File: config.mk
export PLATFORM = sky130hd
export DESIGN_NAME = cp0_regfile_flat
export DESIGN_NICKNAME = d
export VERILOG_FILES = /design/src/rtl/cp0_regfile_if.sv /design/src/rtl/cp0_regfile.sv /design/src/flat_wrapper.sv
export SDC_FILE = /design/constraint.sdc
export NUM_CORES = 1
export LEC_CHECK = 0
export ABC_AREA = 1
export CAP_MARGIN = 5
export CORE_ASPECT_RATIO = 0.7
export CORE_MARGIN = 3
export CORE_UTILIZATION = 60
export CTS_BUF_LIST = sky130_fd_sc_hd__clkbuf_4 sky130_fd_sc_hd__clkbuf_8
export CTS_CLUSTER_SIZE = 12
export DETAILED_ROUTE_END_ITERATION = 10
export DONT_BUFFER_PORTS = 1
export HOLD_SLACK_MARGIN = 0.03
export PLACE_DENSITY = 0.81
export SLEW_MARGIN = 0
export SYNTH_ARGS = -nofsm -noshare
export SYNTH_HDL_FRONTEND = slang
export SYNTH_SLANG_ARGS = --single-unit
File: constraint.sdc
create_clock -name i_clk -period 4.1 [get_ports i_clk]
set_clock_uncertainty 0.05 [all_clocks]
set_input_delay 1.23 -clock i_clk [delete_from_list [all_inputs] [get_ports i_clk]]
set_output_delay 1.23 -clock i_clk [all_outputs]
set_load 0.02 [all_outputs]
File: src/rtl/cp0_regfile_if.sv
// cp0_regfile_if: MTC0/MFC0 access, interrupt lines, commit-stage exception/ERET report
// and pipeline redirect of the CP0 register file.
interface cp0_regfile_if #(
  parameter int unsigned HW_INT_N = 6
);
  logic                i_we;
  logic [4:0]          i_waddr;
  logic [31:0]         i_wdata;
  logic [4:0]          i_raddr;
  logic [31:0]         o_rdata;
  logic [HW_INT_N-1:0] i_hw_int;
  logic                i_exc_valid;
  logic [4:0]          i_exc_code;
  logic [31:0]         i_exc_pc;
  logic [31:0]         i_exc_badvaddr;
  logic                i_exc_bd;
  logic                i_eret;
  logic                o_flush;
  logic [31:0]         o_flush_pc;
  logic                o_int_pending;

  modport master (
    output i_we, i_waddr, i_wdata, i_raddr, i_hw_int,
           i_exc_valid, i_exc_code, i_exc_pc, i_exc_badvaddr, i_exc_bd, i_eret,
    input  o_rdata, o_flush, o_flush_pc, o_int_pending
  );

  modport slave (
    input  i_we, i_waddr, i_wdata, i_raddr, i_hw_int,
           i_exc_valid, i_exc_code, i_exc_pc, i_exc_badvaddr, i_exc_bd, i_eret,
    output o_rdata, o_flush, o_flush_pc, o_int_pending
  );
endinterface

File: src/rtl/cp0_regfile.sv
// cp0_regfile: CP0 subset (BadVAddr, Count, Compare, Status, Cause, EPC) with interrupt,
// exception and ERET sequencing. Define CP0_TIMER_INT_EN to enable the Count/Compare timer interrupt.
module cp0_regfile #(
  parameter int unsigned HW_INT_N   = 6,
  parameter int unsigned COUNT_DIV  = 2,
  parameter logic [31:0] EXC_VECTOR = 32'hBFC0_0380
) (
  input  logic         i_clk,
  input  logic         i_rst,
  cp0_regfile_if.slave bus
);

  localparam int unsigned PRESC_W = (COUNT_DIV > 1) ? $clog2(COUNT_DIV) : 1;
  localparam logic [PRESC_W-1:0] PRESC_LAST = PRESC_W'(COUNT_DIV - 1);

  localparam logic [4:0] REG_BADVADDR = 5'd8;
  localparam logic [4:0] REG_COUNT    = 5'd9;
  localparam logic [4:0] REG_COMPARE  = 5'd11;
  localparam logic [4:0] REG_STATUS   = 5'd12;
  localparam logic [4:0] REG_CAUSE    = 5'd13;
  localparam logic [4:0] REG_EPC      = 5'd14;
  localparam logic [4:0] EXC_ADEL     = 5'd4;
  localparam logic [4:0] EXC_ADES     = 5'd5;

  logic [PRESC_W-1:0]  r_presc;
  logic [31:0]         r_count;
  logic [31:0]         r_compare;
  logic [31:0]         r_epc;
  logic [31:0]         r_badvaddr;
  logic [31:0]         r_flush_pc;
  logic                r_flush;
  logic                r_ie;
  logic                r_exl;
  logic [7:0]          r_im;
  logic                r_bd;
  logic [4:0]          r_exccode;
  logic [1:0]          r_ip_sw;
  logic [5:0]          r_ip_hw;

  logic [HW_INT_N-1:0] w_hw_int;
  logic [5:0]          w_ip_hw_next;
  logic                w_ti;
  logic                w_int_pending;
  logic                w_take_int;
  logic                w_take_exc;
  logic                w_take_eret;
  logic                w_entry;
  logic                w_mtc0;
  logic                w_count_wr;
  logic                w_compare_wr;
  logic                w_tick;
  logic [31:0]         w_count_inc;
  logic [31:0]         w_epc_entry;
  logic [31:0]         w_rdata;

`ifdef CP0_TIMER_INT_EN
  logic                r_ti;
  assign w_ti = r_ti;
`else
  assign w_ti = 1'b0;
`endif

  assign w_hw_int = bus.i_hw_int;

  // Cause.IP[15:10] sources, re-sampled every cycle
  always_comb begin
    w_ip_hw_next = 6'(w_hw_int);
`ifdef CP0_TIMER_INT_EN
    w_ip_hw_next[5] = w_ip_hw_next[5] | r_ti;
`endif
  end

  // Event arbitration: interrupt > exception > ERET > MTC0
  assign w_int_pending = r_ie & ~r_exl & (|(r_im & {r_ip_hw, r_ip_sw}));
  assign w_take_int    = w_int_pending;
  assign w_take_exc    = bus.i_exc_valid & ~w_take_int;
  assign w_take_eret   = bus.i_eret & ~w_take_int & ~bus.i_exc_valid;
  assign w_entry       = w_take_int | w_take_exc;
  assign w_mtc0        = bus.i_we & ~w_entry & ~w_take_eret;
  assign w_count_wr    = w_mtc0 & (bus.i_waddr == REG_COUNT);
  assign w_compare_wr  = w_mtc0 & (bus.i_waddr == REG_COMPARE);

  assign w_tick        = (r_presc == PRESC_LAST);
  assign w_count_inc   = r_count + 32'd1;
  assign w_epc_entry   = bus.i_exc_bd ? (bus.i_exc_pc - 32'd4) : bus.i_exc_pc;

  always_ff @(posedge i_clk) begin
    if (i_rst) begin
      r_presc    <= '0;
      r_count    <= '0;
      r_compare  <= '0;
      r_epc      <= '0;
      r_badvaddr <= '0;
      r_flush_pc <= '0;
      r_flush    <= 1'b0;
      r_ie       <= 1'b0;
      r_exl      <= 1'b0;
      r_im       <= '0;
      r_bd       <= 1'b0;
      r_exccode  <= '0;
      r_ip_sw    <= '0;
      r_ip_hw    <= '0;
    end else begin
      r_ip_hw <= w_ip_hw_next;
      r_flush <= w_entry | w_take_eret;
      if (w_entry) begin
        r_flush_pc <= EXC_VECTOR;
      end else if (w_take_eret) begin
        r_flush_pc <= r_epc;
      end

      if (w_count_wr) begin
        r_count <= bus.i_wdata;
        r_presc <= '0;
      end else if (w_tick) begin
        r_count <= w_count_inc;
        r_presc <= '0;
      end else begin
        r_presc <= r_presc + PRESC_W'(1);
      end

      // Nested entry (EXL already set) keeps the original EPC/BD
      if (w_entry) begin
        r_exl     <= 1'b1;
        r_exccode <= w_take_int ? 5'd0 : bus.i_exc_code;
        if (!r_exl) begin
          r_epc <= w_epc_entry;
          r_bd  <= bus.i_exc_bd;
        end
        if (w_take_exc && (bus.i_exc_code == EXC_ADEL || bus.i_exc_code == EXC_ADES)) begin
          r_badvaddr <= bus.i_exc_badvaddr;
        end
      end else if (w_take_eret) begin
        r_exl <= 1'b0;
      end else if (w_mtc0) begin
        case (bus.i_waddr)
          REG_COMPARE: r_compare <= bus.i_wdata;
          REG_STATUS: begin
            r_im  <= bus.i_wdata[15:8];
            r_exl <= bus.i_wdata[1];
            r_ie  <= bus.i_wdata[0];
          end
          REG_CAUSE:   r_ip_sw <= bus.i_wdata[9:8];
          REG_EPC:     r_epc   <= bus.i_wdata;
          default:     ;
        endcase
      end
    end
  end

`ifdef CP0_TIMER_INT_EN
  // TI sets only when Count steps onto Compare; a Compare write clears it
  always_ff @(posedge i_clk) begin
    if (i_rst) begin
      r_ti <= 1'b0;
    end else if (w_compare_wr) begin
      r_ti <= 1'b0;
    end else if (!w_count_wr && w_tick && (w_count_inc == r_compare)) begin
      r_ti <= 1'b1;
    end
  end
`endif

  always_comb begin
    w_rdata = 32'd0;
    case (bus.i_raddr)
      REG_BADVADDR: w_rdata = r_badvaddr;
      REG_COUNT:    w_rdata = r_count;
      REG_COMPARE:  w_rdata = r_compare;
      REG_STATUS:   w_rdata = {9'd0, 1'b1, 6'd0, r_im, 6'd0, r_exl, r_ie};
      REG_CAUSE:    w_rdata = {r_bd, w_ti, 14'd0, r_ip_hw, r_ip_sw, 1'b0, r_exccode, 2'b00};
      REG_EPC:      w_rdata = r_epc;
      default:      w_rdata = 32'd0;
    endcase
  end

  assign bus.o_rdata       = w_rdata;
  assign bus.o_int_pending = w_int_pending;
  assign bus.o_flush       = r_flush;
  assign bus.o_flush_pc    = r_flush_pc;

endmodule
File: src/flat_wrapper.sv
// flat-port wrapper written by rule: the top's interface ports become plain ports
module cp0_regfile_flat 
#(
  parameter int unsigned HW_INT_N   = 6,
  parameter int unsigned COUNT_DIV  = 2,
  parameter logic [31:0] EXC_VECTOR = 32'hBFC0_0380
)
  (i_clk, i_rst, bus_i_we, bus_i_waddr, bus_i_wdata, bus_i_raddr, bus_i_hw_int, bus_i_exc_valid, bus_i_exc_code, bus_i_exc_pc, bus_i_exc_badvaddr, bus_i_exc_bd, bus_i_eret, bus_o_rdata, bus_o_flush, bus_o_flush_pc, bus_o_int_pending);
  cp0_regfile_if #(.HW_INT_N(HW_INT_N)) bus_i ();
  input  logic i_clk;
  input  logic i_rst;
  input wire logic [$bits(bus_i.i_we)-1:0] bus_i_we;
  input wire logic [$bits(bus_i.i_waddr)-1:0] bus_i_waddr;
  input wire logic [$bits(bus_i.i_wdata)-1:0] bus_i_wdata;
  input wire logic [$bits(bus_i.i_raddr)-1:0] bus_i_raddr;
  input wire logic [$bits(bus_i.i_hw_int)-1:0] bus_i_hw_int;
  input wire logic [$bits(bus_i.i_exc_valid)-1:0] bus_i_exc_valid;
  input wire logic [$bits(bus_i.i_exc_code)-1:0] bus_i_exc_code;
  input wire logic [$bits(bus_i.i_exc_pc)-1:0] bus_i_exc_pc;
  input wire logic [$bits(bus_i.i_exc_badvaddr)-1:0] bus_i_exc_badvaddr;
  input wire logic [$bits(bus_i.i_exc_bd)-1:0] bus_i_exc_bd;
  input wire logic [$bits(bus_i.i_eret)-1:0] bus_i_eret;
  output wire logic [$bits(bus_i.o_rdata)-1:0] bus_o_rdata;
  output wire logic [$bits(bus_i.o_flush)-1:0] bus_o_flush;
  output wire logic [$bits(bus_i.o_flush_pc)-1:0] bus_o_flush_pc;
  output wire logic [$bits(bus_i.o_int_pending)-1:0] bus_o_int_pending;
  assign bus_i.i_we = bus_i_we;
  assign bus_i.i_waddr = bus_i_waddr;
  assign bus_i.i_wdata = bus_i_wdata;
  assign bus_i.i_raddr = bus_i_raddr;
  assign bus_i.i_hw_int = bus_i_hw_int;
  assign bus_i.i_exc_valid = bus_i_exc_valid;
  assign bus_i.i_exc_code = bus_i_exc_code;
  assign bus_i.i_exc_pc = bus_i_exc_pc;
  assign bus_i.i_exc_badvaddr = bus_i_exc_badvaddr;
  assign bus_i.i_exc_bd = bus_i_exc_bd;
  assign bus_i.i_eret = bus_i_eret;
  assign bus_o_rdata = bus_i.o_rdata;
  assign bus_o_flush = bus_i.o_flush;
  assign bus_o_flush_pc = bus_i.o_flush_pc;
  assign bus_o_int_pending = bus_i.o_int_pending;
  cp0_regfile #(.HW_INT_N(HW_INT_N), .COUNT_DIV(COUNT_DIV), .EXC_VECTOR(EXC_VECTOR)) u_core (.i_clk(i_clk), .i_rst(i_rst), .bus(bus_i));
endmodule
# ---- After elaboration in Yosys (flattened, before gate mapping)
# Index checks and enable logic that the tools add are counted.
# W data, S select, Z words.
dict set report classes {
  bitwise 16
  n_reduce_logical 18
  n_mux 16
  eq_ne 15
  add_sub_neg 3
}
# op count
set ops {}
lappend ops {{$mux W32} 10}
lappend ops {{$pmux W32 S6} 1}
lappend ops {{$eq A5 B4 Y1 const B} 11}
lappend ops {{$add A32 B1 Y32 const B} 1}
lappend ops {{$sub A32 B3 Y32 const B} 1}
lappend ops {{$reduce_and A4 Y1} 4}
lappend ops {{$eq A5 B3 Y1 const B} 2}
lappend ops {{$and A1 B1 Y1} 8}
lappend ops {{$and A8 B8 Y8} 1}
lappend ops {{$reduce_bool A2 Y1} 4}
lappend ops {{$reduce_or A8 Y1} 1}
lappend ops {{$reduce_and A2 Y1} 3}
lappend ops {{$reduce_bool A3 Y1} 2}
lappend ops {{$mux W5} 1}
lappend ops {{$not A1 Y1} 5}
lappend ops {{$mux W1} 4}
lappend ops {{$ne A2 B2 Y1 const B} 2}
lappend ops {{$reduce_or A3 Y1} 1}
lappend ops {{$or A1 B1 Y1} 2}
lappend ops {{$reduce_or A2 Y1} 1}
lappend ops {{$add A1 B1 Y1 const B} 1}
lappend ops {{$logic_and A1 B1 Y1} 1}
lappend ops {{$logic_or A1 B1 Y1} 1}
dict set report word_totals {
  register_bits 186
  elab_cells 83
  output_inout_bits 66
  in_bits 123
}

# ---- Longest topological paths before layout
# Gate-level depths: netlist of the first run.
dict set report depth {
  word_depth 12
  depth_mapped 15
  mapped_depth_nobuf 15
}

# ---- Worst setup path before layout of the first run
# No wires, ideal clock.
dict set report synth_path {
  path_kind {input-to-output}
  from {in bus_i_raddr[4]}
  to {out bus_o_rdata[17]}
  required_time_ps 2820
  path_buffers 1
  slack_ps 487
  arrival_time_ps 2333
  stages 6
  cell_sequence {nor2_1 > nand3_1 > inv_2 > buf_1 > a22oi_1 > o211ai_1}
}
dict set report synth_via {
  elab_chain_cells 2
  word_cells_on_any_way 7
  cone_classes {eq/ne (6); mux (1)}
}
# item line
set synth_rtl {}
lappend synth_rtl {{from (decl)} flat_wrapper.sv:15} ;# input wire logic [$bits(bus_i.i_raddr)-1:0] bus_i_raddr;
lappend synth_rtl {{$eq A5 B4 Y1} cp0_regfile.sv:166} ;# case (bus.i_raddr)
lappend synth_rtl {{$pmux W32 S6 (*)} cp0_regfile.sv:166}
lappend synth_rtl {{to (decl)} flat_wrapper.sv:23} ;# output wire logic [$bits(bus_i.o_rdata)-1:0] bus_o_rdata;
# Mark *: on every way between the ends. The rest lies on a longest branch, timed or not.

# ---- Final worst setup path of the first run
dict set report layout_path {
  from {in bus_i_raddr[2]}
  to {out bus_o_rdata[22]}
}
# The elaborated chain is that of the path after synthesis.

==> results.yml, run 1 <==
outcome:
  outcome: "finished clean"
sta:
  setup_tns_ps: 0
  max_freq_mhz: 254.2
  setup_slack_ps: 166.0
  hold_viol: 0
  rsz0062_at_grt: "no"
  setup_violations: 0
  relSlewSlack_pct: 42.88
  worst_slew_pin_slew_ps: 855.8
  fin_crit_sh_pct: 95.95
  final_max_slew_viol_count: 0
  period_needed_ps: 3934
synth:
  yosys_warnings: 0
  syn_inst: 1574
  yosysTopAreaCell: "dfxtp_1"
  synth_xor_area_share_pct: 1.549
  yosysTopAreaCellShare_pct: 36.59
  synth_edf_count: 0
  syn_nets: 1699
  ys.flop_type: "dfxtp_1"
  synth.area.mux_share_pct: 0
  synth_async_sr_flop_share_pct: 0
  synth_top_family_by_area: "simple AND/OR/NAND/NOR gates"
  synth-simple-area-share_pct: 34.40
  synth-seq-cells: 186
  synthAdderAreaFrac_pct: 0.2459
  synth.distinct_cells: 50
  seq_area_frac_synth_pct: 36.59
  synth-compound-area-share_pct: 17.59
  synth_area_leaders: "dfxtp_1 (37%), nand2_1 (13%), nor2_1 (11%), o21ai_0 (7.1%), nand3_1 (6.0%)"
  netlist_area_sq_um: 10180
  postSynthAreaPerCell_sq_um: 6.465
critical_path:
  cpLargestDelayFamily: "buffers and inverters"
  crit_buf_inv: 3
  critical_path_class: "in -> out"
  crit_required_ps: 2820
  slowest_stage: "clkinv_1"
  critPathLaunchType: "primary input"
  cpPeakStageDelay_ps: 370
  cp-end-kind: "output port"
  timing.critical_path.from: "bus_i_raddr[2]"
  path_cells: "nand2_1, inv_1, nand3_1, clkinv_1, a221oi_1, o221ai_1, buf_4"
  crit_fanout: 9
  arrival_ps: 2650
  timing.rr.start: "u_core.r_im[0]$_SDFFE_PP0P_"
placement:
  globalplace.congestion: 0.9680
  numPortBuffers: 0
  post-place-ws_ps: 235.2
  hpwl_mm: 27.96
clocking:
  cts.path.max_buffers: 2
  cts_sinks: 186
  cts-root-buf: "clkbuf_8"
  postCtsSetupRepairBufs: 0
  cts_buffers: 17
  tritoncts: "done"
  htree_levels: 4
  cts.reportedPaths.clkPinSlew_ps: 100
  cts_resized: 0
  clk_latency_ps: 500
  ctsHoldBuffers: 0
drt:
  drt-total-wl_mm: 36.61
  wire_per_inst_um: 20.29
  first_iter_violations: 1337
  postRouteAntennaNets: 0
  drcViolationCount: 0
  via_count: 10740
  viasPerCell: 5.954
  dr.pass1.iters: 7
power:
  powerDensity_nw_per_um2: 334.5
  power.leakage_nw: 4.507
  power_mw: 3.668
  irDropWorstVdd_v: 0.0001810
run:
  max_cap_viol_count: 0
cells_and_area:
  drive_above_1_share_pct: 8.170
  fin_nets: 1691
  n_antenna_cell: 0
  area_growth_syn_to_layout_pct: 7.734
global_route:
  track_usage_pct: 38.38
  grt_pass1_wl_mm: 54.81
  grt_max_degree: 98
  overflow: 0
  antenna_found_initial: 1
  first_global_vias: 9389
die:
  io_pins: 189
  rows: 39
  start_util_pct: 61.88
  die_h_um: 115.0
  die_x_um: 161.7
  die_area_sq_um: 18580
  core_sq_um: 16440
worst_hold_path:
  hp-class: "reg -> reg"
  hold_start: "u_core.r_badvaddr[1]$_SDFFE_PP0P_"
==> path summary, 6_finish.rpt <==
kind	endpoint	slack, ps	cells past startpoint
setup / recovery	bus_o_rdata[22]	170	7
hold / removal	u_core.r_badvaddr[1]$_SDFFE_PP0P_	410	2
setup reg to reg	u_core.r_epc[27]$_SDFFE_PP0P_	1460	14
hold reg to reg	u_core.r_badvaddr[1]$_SDFFE_PP0P_	410	2
==> final cells by class <==
cell class,instances,area (sq um)
multi-input combinational,1148,5474
clock buffer,18,247.7
tap,225,281.5
inverter,166,626.9
clock inverter,14,219.0
timing repair buffer,47,390.4
sequential,186,3724
fill,1541,5482
==> cells by family after synthesis <==
family | after synthesis
adder cells (fa/ha/maj) | 2
AO/OA/AOI/OAI | 300
XOR/XNOR | 18
AND/OR/NAND/NOR | 828
flip-flops | 186
buffers and inverters | 240
==> state kept, by name (all words and copies together), names as in the netlist <==
| name | count |
|---|---|
| u_core.r_count | 32 |
| u_core.r_exl | 1 |
| u_core.bus.o_flush_pc | 32 |
| u_core.bus.o_flush | 1 |
| u_core.r_badvaddr | 32 |
| u_core.r_bd | 1 |
| u_core.r_ip_sw | 2 |
| u_core.r_epc | 32 |
| u_core.r_exccode | 5 |
| u_core.r_compare | 32 |
| u_core.r_ip_hw | 6 |
| u_core.r_ie | 1 |
| u_core.r_presc | 1 |
| u_core.r_im | 8 |
==> per-layer routing <==
| metal | track usage (%) | wire length, um | up-vias |
|---|---|---|---|
| met5 | 0 | 13 | - |
| met4 | 18.58 | 1843 | 2 |
| met3 | 8.750 | 4029 | 100 |
| met2 | 59.10 | 15720 | 617 |
| met1 | 51.46 | 15010 | 4906 |
| li1 | - | - | 5116 |
==> power by group <==
group	total, mW	internal [mW]	switching [mW]	leakage [nW]
logic	0.340	0.102	0.237	2.76
registers	1.95	1.87	0.0836	1.52
clock network	1.38	0.554	0.822	0.226
total	3.67	2.52	1.14	4.51
==> worst reg2reg max path, cell delays in order, from the launching register on <==
cell and delay, ps:
dfxtp_1 420, nand2_1 80, nand2_1 60, nor2_1 50, nand2_2 110, nand2_4 110, nand2_2 140, buf_4 360
nand2_2 140, nand2_2 120, nand2_4 190, inv_4 430, nand2_1 110, nor2_1 110, nor2_1 50
==> placed cells by master, fill, tap and decap left out, types with 8 or more instances in the layout <==
master and n:
dfxtp_1 186, nor2_2 17, nand3_1 122, xor2_1 11, o21ai_0 144, clkbuf_8 18
inv_1 157, a221oi_1 9, o211ai_1 10, a21oi_1 65, nand4_1 10, a22oi_1 25
nor3_1 8, clkinv_8 9, buf_4 44, nand2_1 352, o221ai_1 18, nor2_1 291
==> through the flow <==
stage                     area (sq um)  std cells  hold WS [ps]  util, %
after global placement           10500       1772         385.6    63.83
after detailed placement         10500       1772         393.5    63.83
after CTS                        10960       1804         407.8    66.67
after floorplan                  10180       1574         374.0        -
final                            10960       1804         405.7    66.67
after global routing             10960       1804         432.4    66.67
==> synthesized netlist by cell type, drive strengths merged (9+ instances only) <==
master	count
nand2	360
nor2	310
dfxtp	186
inv	164
o21ai	147
nand3	124
a21oi	66
clkbuf	41
buf	33
a22oi	25
o221ai	18
nand4	12
xor2	11
o211ai	10
a221oi	9
nor3	9
Note: power is estimated with default switching activity, not from simulation.
==> run 2: changes to the inputs <==
--- a/config.mk
+++ b/config.mk
@@ -11,3 +11,3 @@
 export CORE_MARGIN = 3
-export CORE_UTILIZATION = 60
+export CORE_UTILIZATION = 35
 export CTS_BUF_LIST = sky130_fd_sc_hd__clkbuf_4 sky130_fd_sc_hd__clkbuf_8
@@ -17,3 +17,3 @@
 export HOLD_SLACK_MARGIN = 0.03
-export PLACE_DENSITY = 0.81
+export PLACE_DENSITY = 0.54
 export SLEW_MARGIN = 0
==> constraint.sdc (replaced) <==
create_clock -name i_clk -period 4.1 [get_ports i_clk]
set_clock_uncertainty 0.05 [all_clocks]
set_input_delay 1.025 -clock i_clk [delete_from_list [all_inputs] [get_ports i_clk]]
set_output_delay 1.025 -clock i_clk [all_outputs]
set_load 0.02 [all_outputs]
==> results.yml, run 2 (synthesis gave the netlist of run 1 again) <==
die:
  core_sq_um: 28200
  die_area_sq_um: 31190
  io_pins: 189
  die_x_um: 209.8
  rows: 51
  start_util_pct: 36.08
  die_h_um: 148.7
sta:
  final_max_slew_viol_count: 0
  period_needed_ps: 3647
  rsz0062_at_grt: "no"
  worst_slew_pin_slew_ps: 999.8
  relSlewSlack_pct: 33.28
  setup_slack_ps: 452.7
  hold_viol: 0
  max_freq_mhz: 274.2
  fin_crit_sh_pct: 88.96
  setup_tns_ps: 0
  setup_violations: 0
placement:
  hpwl_mm: 32.03
  numPortBuffers: 0
  place_area_sq_um: 10640
  globalplace.congestion: 0.9504
  post-place-ws_ps: 500.9
  dp.cells: 1916
drt:
  postRouteAntennaNets: 0
  viasPerCell: 5.342
  drcViolationCount: 0
  wire_per_inst_um: 21.32
  first_iter_violations: 830
  drt-total-wl_mm: 41.53
  via_count: 10410
  dr.pass1.iters: 5
global_route:
  grt_max_degree: 127
  antenna_found_initial: 1
  first_global_vias: 9541
  grt_pass1_wl_mm: 61.80
  overflow: 0
  track_usage_pct: 26.24
power:
  powerDensity_nw_per_um2: 329.2
  power.leakage_nw: 4.470
  power_mw: 3.638
  irDropWorstVdd_v: 0.0001962
clocking:
  cts_buffers: 17
  htree_levels: 4
  cts.path.max_buffers: 2
  ctsHoldBuffers: 0
  postCtsSetupRepairBufs: 0
  cts.reportedPaths.clkPinSlew_ps: 110
  clk_latency_ps: 500
  tritoncts: "done"
  cts-root-buf: "clkbuf_8"
  cts_sinks: 186
  cts_resized: 0
critical_path:
  critPathLaunchType: "primary input"
  arrival_ps: 2570
  crit_fanout: 28
  cp-end-kind: "output port"
  crit_required_ps: 3020
  slowest_stage: "inv_2"
  critical_path_class: "in -> out"
  timing.critical_path.from: "bus_i_raddr[4]"
  cpPeakStageDelay_ps: 520
  path_cells: "nor2_1, nand3_1, inv_2, a221oi_1, o221ai_1, buf_4"
  timing.rr.start: "u_core.r_im[4]$_SDFFE_PP0P_"
cells_and_area:
  drive_above_1_share_pct: 8.053
  stdcell_count: 1948
  fin_nets: 1689
  area_growth_syn_to_layout_pct: 8.606
  design_area_sq_um: 11050
  final_common_cell: "nand2_1"
  n_antenna_cell: 0
  mostFrequentLayoutCells: "nand2_1 (352), nor2_1 (291), dfxtp_1 (186)"
  num-fill-cells: 3161
worst_hold_path:
  hold_start: "u_core.r_badvaddr[1]$_SDFFE_PP0P_"
  hp-class: "reg -> reg"
outcome:
  outcome: "finished clean"
run:
  max_cap_viol_count: 0
run 2: report_power, final:
| group | internal, mW | total (mW) | switching [mW] |
|---|---|---|---|
| combinational | 0.101 | 0.340 | 0.238 |
| sequential | 1.87 | 1.96 | 0.0877 |
| clock | 0.566 | 1.34 | 0.777 |
| total | 2.54 | 3.64 | 1.10 |
run 2: layout make-up:
type                            count  area, sq um  area share (%)
Timing Repair Buffer               45        350.3           3.170
Clock buffer                       17        234.0           2.117
Multi-Input combinational cell   1148         5474           49.53
Tap cell                          371        464.2           4.200
Inverter                          166        626.9           5.672
Sequential cell                   186         3724           33.69
Clock inverter                     15        178.9           1.619
run 2: metrics by stage:
stage	hold WS, ps	util, %
after floorplan	374.0	-
after global placement	387.8	37.72
after detailed placement	393.0	37.72
after CTS	409.9	39.18
after global routing	432.5	39.18
final	403.9	39.18
run 2: metal layers:
| metal | vias to the layer above | track usage (%) | share of wire (%) |
|---|---|---|---|
| met2 | 352 | 39.66 | 43 |
| met3 | 38 | 6.072 | 7.3 |
| met1 | 4906 | 37.53 | 47 |
| li1 | 5111 | - | - |
| met4 | 0 | 7.327 | 2.2 |
| met5 | - | 0 | 0 |
run 2: worst max-delay path: cells and delay by family:
| kind | cells | cell delay [ps] |
|---|---|---|
| AO/OA/AOI/OAI | 2 | 360 |
| AND/OR/NAND/NOR | 2 | 450 |
| buffers and inverters | 2 | 710 |
run 2: path summary, 6_finish.rpt:
path | end | slack (ps) | cells past startpoint
worst max-delay path | bus_o_rdata[22] | 450 | 6
worst min-delay path | u_core.r_badvaddr[1]$_SDFFE_PP0P_ | 400 | 2
worst max register to register | u_core.r_epc[14]$_SDFFE_PP0P_ | 1440 | 13
worst min register to register | u_core.r_badvaddr[1]$_SDFFE_PP0P_ | 400 | 2
==> run 3: changes to the inputs <==
CELL_PAD_IN_SITES_DETAIL_PLACEMENT = 1   (was not set)
CELL_PAD_IN_SITES_GLOBAL_PLACEMENT = 2   (was not set)
GPL_TIMING_DRIVEN = 0   (was not set)
PLACE_DENSITY = 0.86   (was 0.54)
SKIP_CTS_REPAIR_TIMING = 1   (was not set)
==> results.yml, run 3 (synthesis gave the netlist of run 1 again) <==
clocking:
  cts_buffers: 17
  clk_latency_ps: 530
  htree_levels: 4
  cts_sinks: 186
  tritoncts: "done"
  cts-root-buf: "clkbuf_8"
  cts.reportedPaths.clkPinSlew_ps: 100
  cts.path.max_buffers: 2
sta:
  rsz0062_at_grt: "no"
  max_freq_mhz: 252.4
  hold_ws_ps: 413.9
  worst_slew_pin_slew_ps: 814.9
  setup_violations: 0
  relSlewSlack_pct: 45.67
  final_max_slew_viol_count: 0
  setup_tns_ps: 0
  hold_viol: 0
  period_needed_ps: 3962
  fin_crit_sh_pct: 96.65
power:
  netSwitchingFraction_pct: 32.31
  seqPwrFrac_pct: 52.9
  p_clk_share_pct: 36.7
  internal-power_mw: 2.492
  powerDensity_nw_per_um2: 333.0
  p_sw_mw: 1.189
  power.leakage_nw: 4.416
  irDropWorstVdd_v: 0.0001733
  p_comb_share_pct: 10.5
worst_hold_path:
  hp-class: "reg -> reg"
critical_path:
  slowest_stage: "inv_2"
  timing.critical_path.from: "bus_i_raddr[4]"
  arrival_ps: 2890
  crit_required_ps: 3020
  critical_path_class: "in -> out"
  critPathLaunchType: "primary input"
  r2r_end: "u_core.r_count[30]$_SDFFE_PP0P_"
  cpLargestDelayFamily: "buffers and inverters"
  timing.rr.start: "u_core.r_count[1]$_SDFFE_PP0P_"
  path_cells: "nor2_1, nand3_1, inv_2, clkbuf_2, a22oi_1, o211ai_1"
  cpPeakStageDelay_ps: 420
  critical_path_depth: 6
  crit_buf_inv: 2
  worst-r2r-cell-count: 13
  cp-end-kind: "output port"
  crit_fanout: 19
  rrSetupSlack_ps: 1540
  critPathCapture: "bus_o_rdata[24]"
placement:
  globalplace.congestion: 0.9585
  hpwl_mm: 38.54
  numPortBuffers: 0
die:
  die_area_sq_um: 31190
  start_util_pct: 36.08
  die_h_um: 148.7
  core_sq_um: 28200
  die_x_um: 209.8
  io_pins: 189
  rows: 51
cells_and_area:
  num-fill-cells: 3768
  area_growth_syn_to_layout_pct: 8.632
  drive_above_1_share_pct: 6.854
  mostFrequentLayoutCells: "nand2_1 (352), nor2_1 (291), dfxtp_1 (186)"
  seq_area_sq_um: 3724
  fin_nets: 1717
  multi_input_area_sq_um: 5474
  final_common_cell: "nand2_1"
drt:
  via_count: 10980
  viasPerCell: 5.556
  first_iter_violations: 857
  drcViolationCount: 0
  wire_per_inst_um: 23.73
  postRouteAntennaNets: 0
  drt-total-wl_mm: 46.92
  dr.pass1.iters: 6
global_route:
  grt_max_degree: 20
  track_usage_pct: 29.73
  overflow: 0
  grt_pass1_wl_mm: 68.72
  first_global_vias: 10520
  antenna_found_initial: 0
outcome:
  outcome: "finished clean"
run:
  max_cap_viol_count: 0
==> run 3: cell count changes in the layout (fill, tap and decap cells not counted), moves of 2 or more <==
cell      change
inv_6         -2
buf_2        +18
clkinv_8      +3
buf_1         +3
clkbuf_1     +41
buf_6         +2
buf_4        -37
==> run 3: through the flow <==
stage	setup slack, ps	util, %	power (mW)	instance area, sq um	cells
after floorplan	897.0	-	2.215	10180	1574
after global placement	119.7	37.73	2.352	10640	1945
after detailed placement	88.17	37.73	2.362	10640	1945
after CTS	76.91	39.19	3.685	11050	1977
after global routing	12.17	39.18	3.824	11050	1976
final	137.5	39.19	3.681	11050	1977
==> run 3: area by class of cell <==
cell class	count	area share (%)
Tap cell	371	4.199
Sequential cell	186	33.68
Clock buffer	17	2.117
Buffer	73	3.169
Inverter	166	5.659
Clock inverter	15	1.630
Antenna cell	1	0.02264
Multi-Input combinational cell	1148	49.52
==> run 3: worst min path at each step <==
stage | cells after the start | start | end | slack [ps]
3_5_place_dp | 2 | u_core.r_badvaddr[25]$_SDFFE_PP0P_ | u_core.r_badvaddr[25]$_SDFFE_PP0P_ | 400
3_3_place_gp | 2 | u_core.r_badvaddr[1]$_SDFFE_PP0P_ | u_core.r_badvaddr[1]$_SDFFE_PP0P_ | 390
5_1_grt | 2 | u_core.r_badvaddr[25]$_SDFFE_PP0P_ | u_core.r_badvaddr[25]$_SDFFE_PP0P_ | 430
6_report | 2 | u_core.r_badvaddr[25]$_SDFFE_PP0P_ | u_core.r_badvaddr[25]$_SDFFE_PP0P_ | 410
4_1_cts | 2 | u_core.r_badvaddr[25]$_SDFFE_PP0P_ | u_core.r_badvaddr[25]$_SDFFE_PP0P_ | 420
2_1_floorplan | 2 | u_core.r_badvaddr[8]$_SDFFE_PP0P_ | u_core.r_badvaddr[8]$_SDFFE_PP0P_ | 370
==> run 3: tightest hold or removal path, delay by kind of cell (launching register included) <==
family / cells / cell delay, ps
flip-flops: 1 / 310
AO/OA/AOI/OAI: 1 / 50
buffers and inverters: 1 / 60
==> run 3: power by group through the flow <==
stage / clock (mW) / sequential [mW] / combinational [mW]
2_1_floorplan: 0 / 1.96 / 0.257
3_3_place_gp: 0 / 1.99 / 0.366
3_5_place_dp: 0 / 1.99 / 0.375
4_1_cts: 1.36 / 1.95 / 0.378
5_1_grt: 1.45 / 1.95 / 0.425
6_report: 1.35 / 1.95 / 0.385
==> run 3: per-layer routing <==
metal	share of wire, %	global-route usage [%]
met2	42	44.13
met4	1.5	5.821
met1	48	43.97
met3	8.7	7.084
met5	0	0
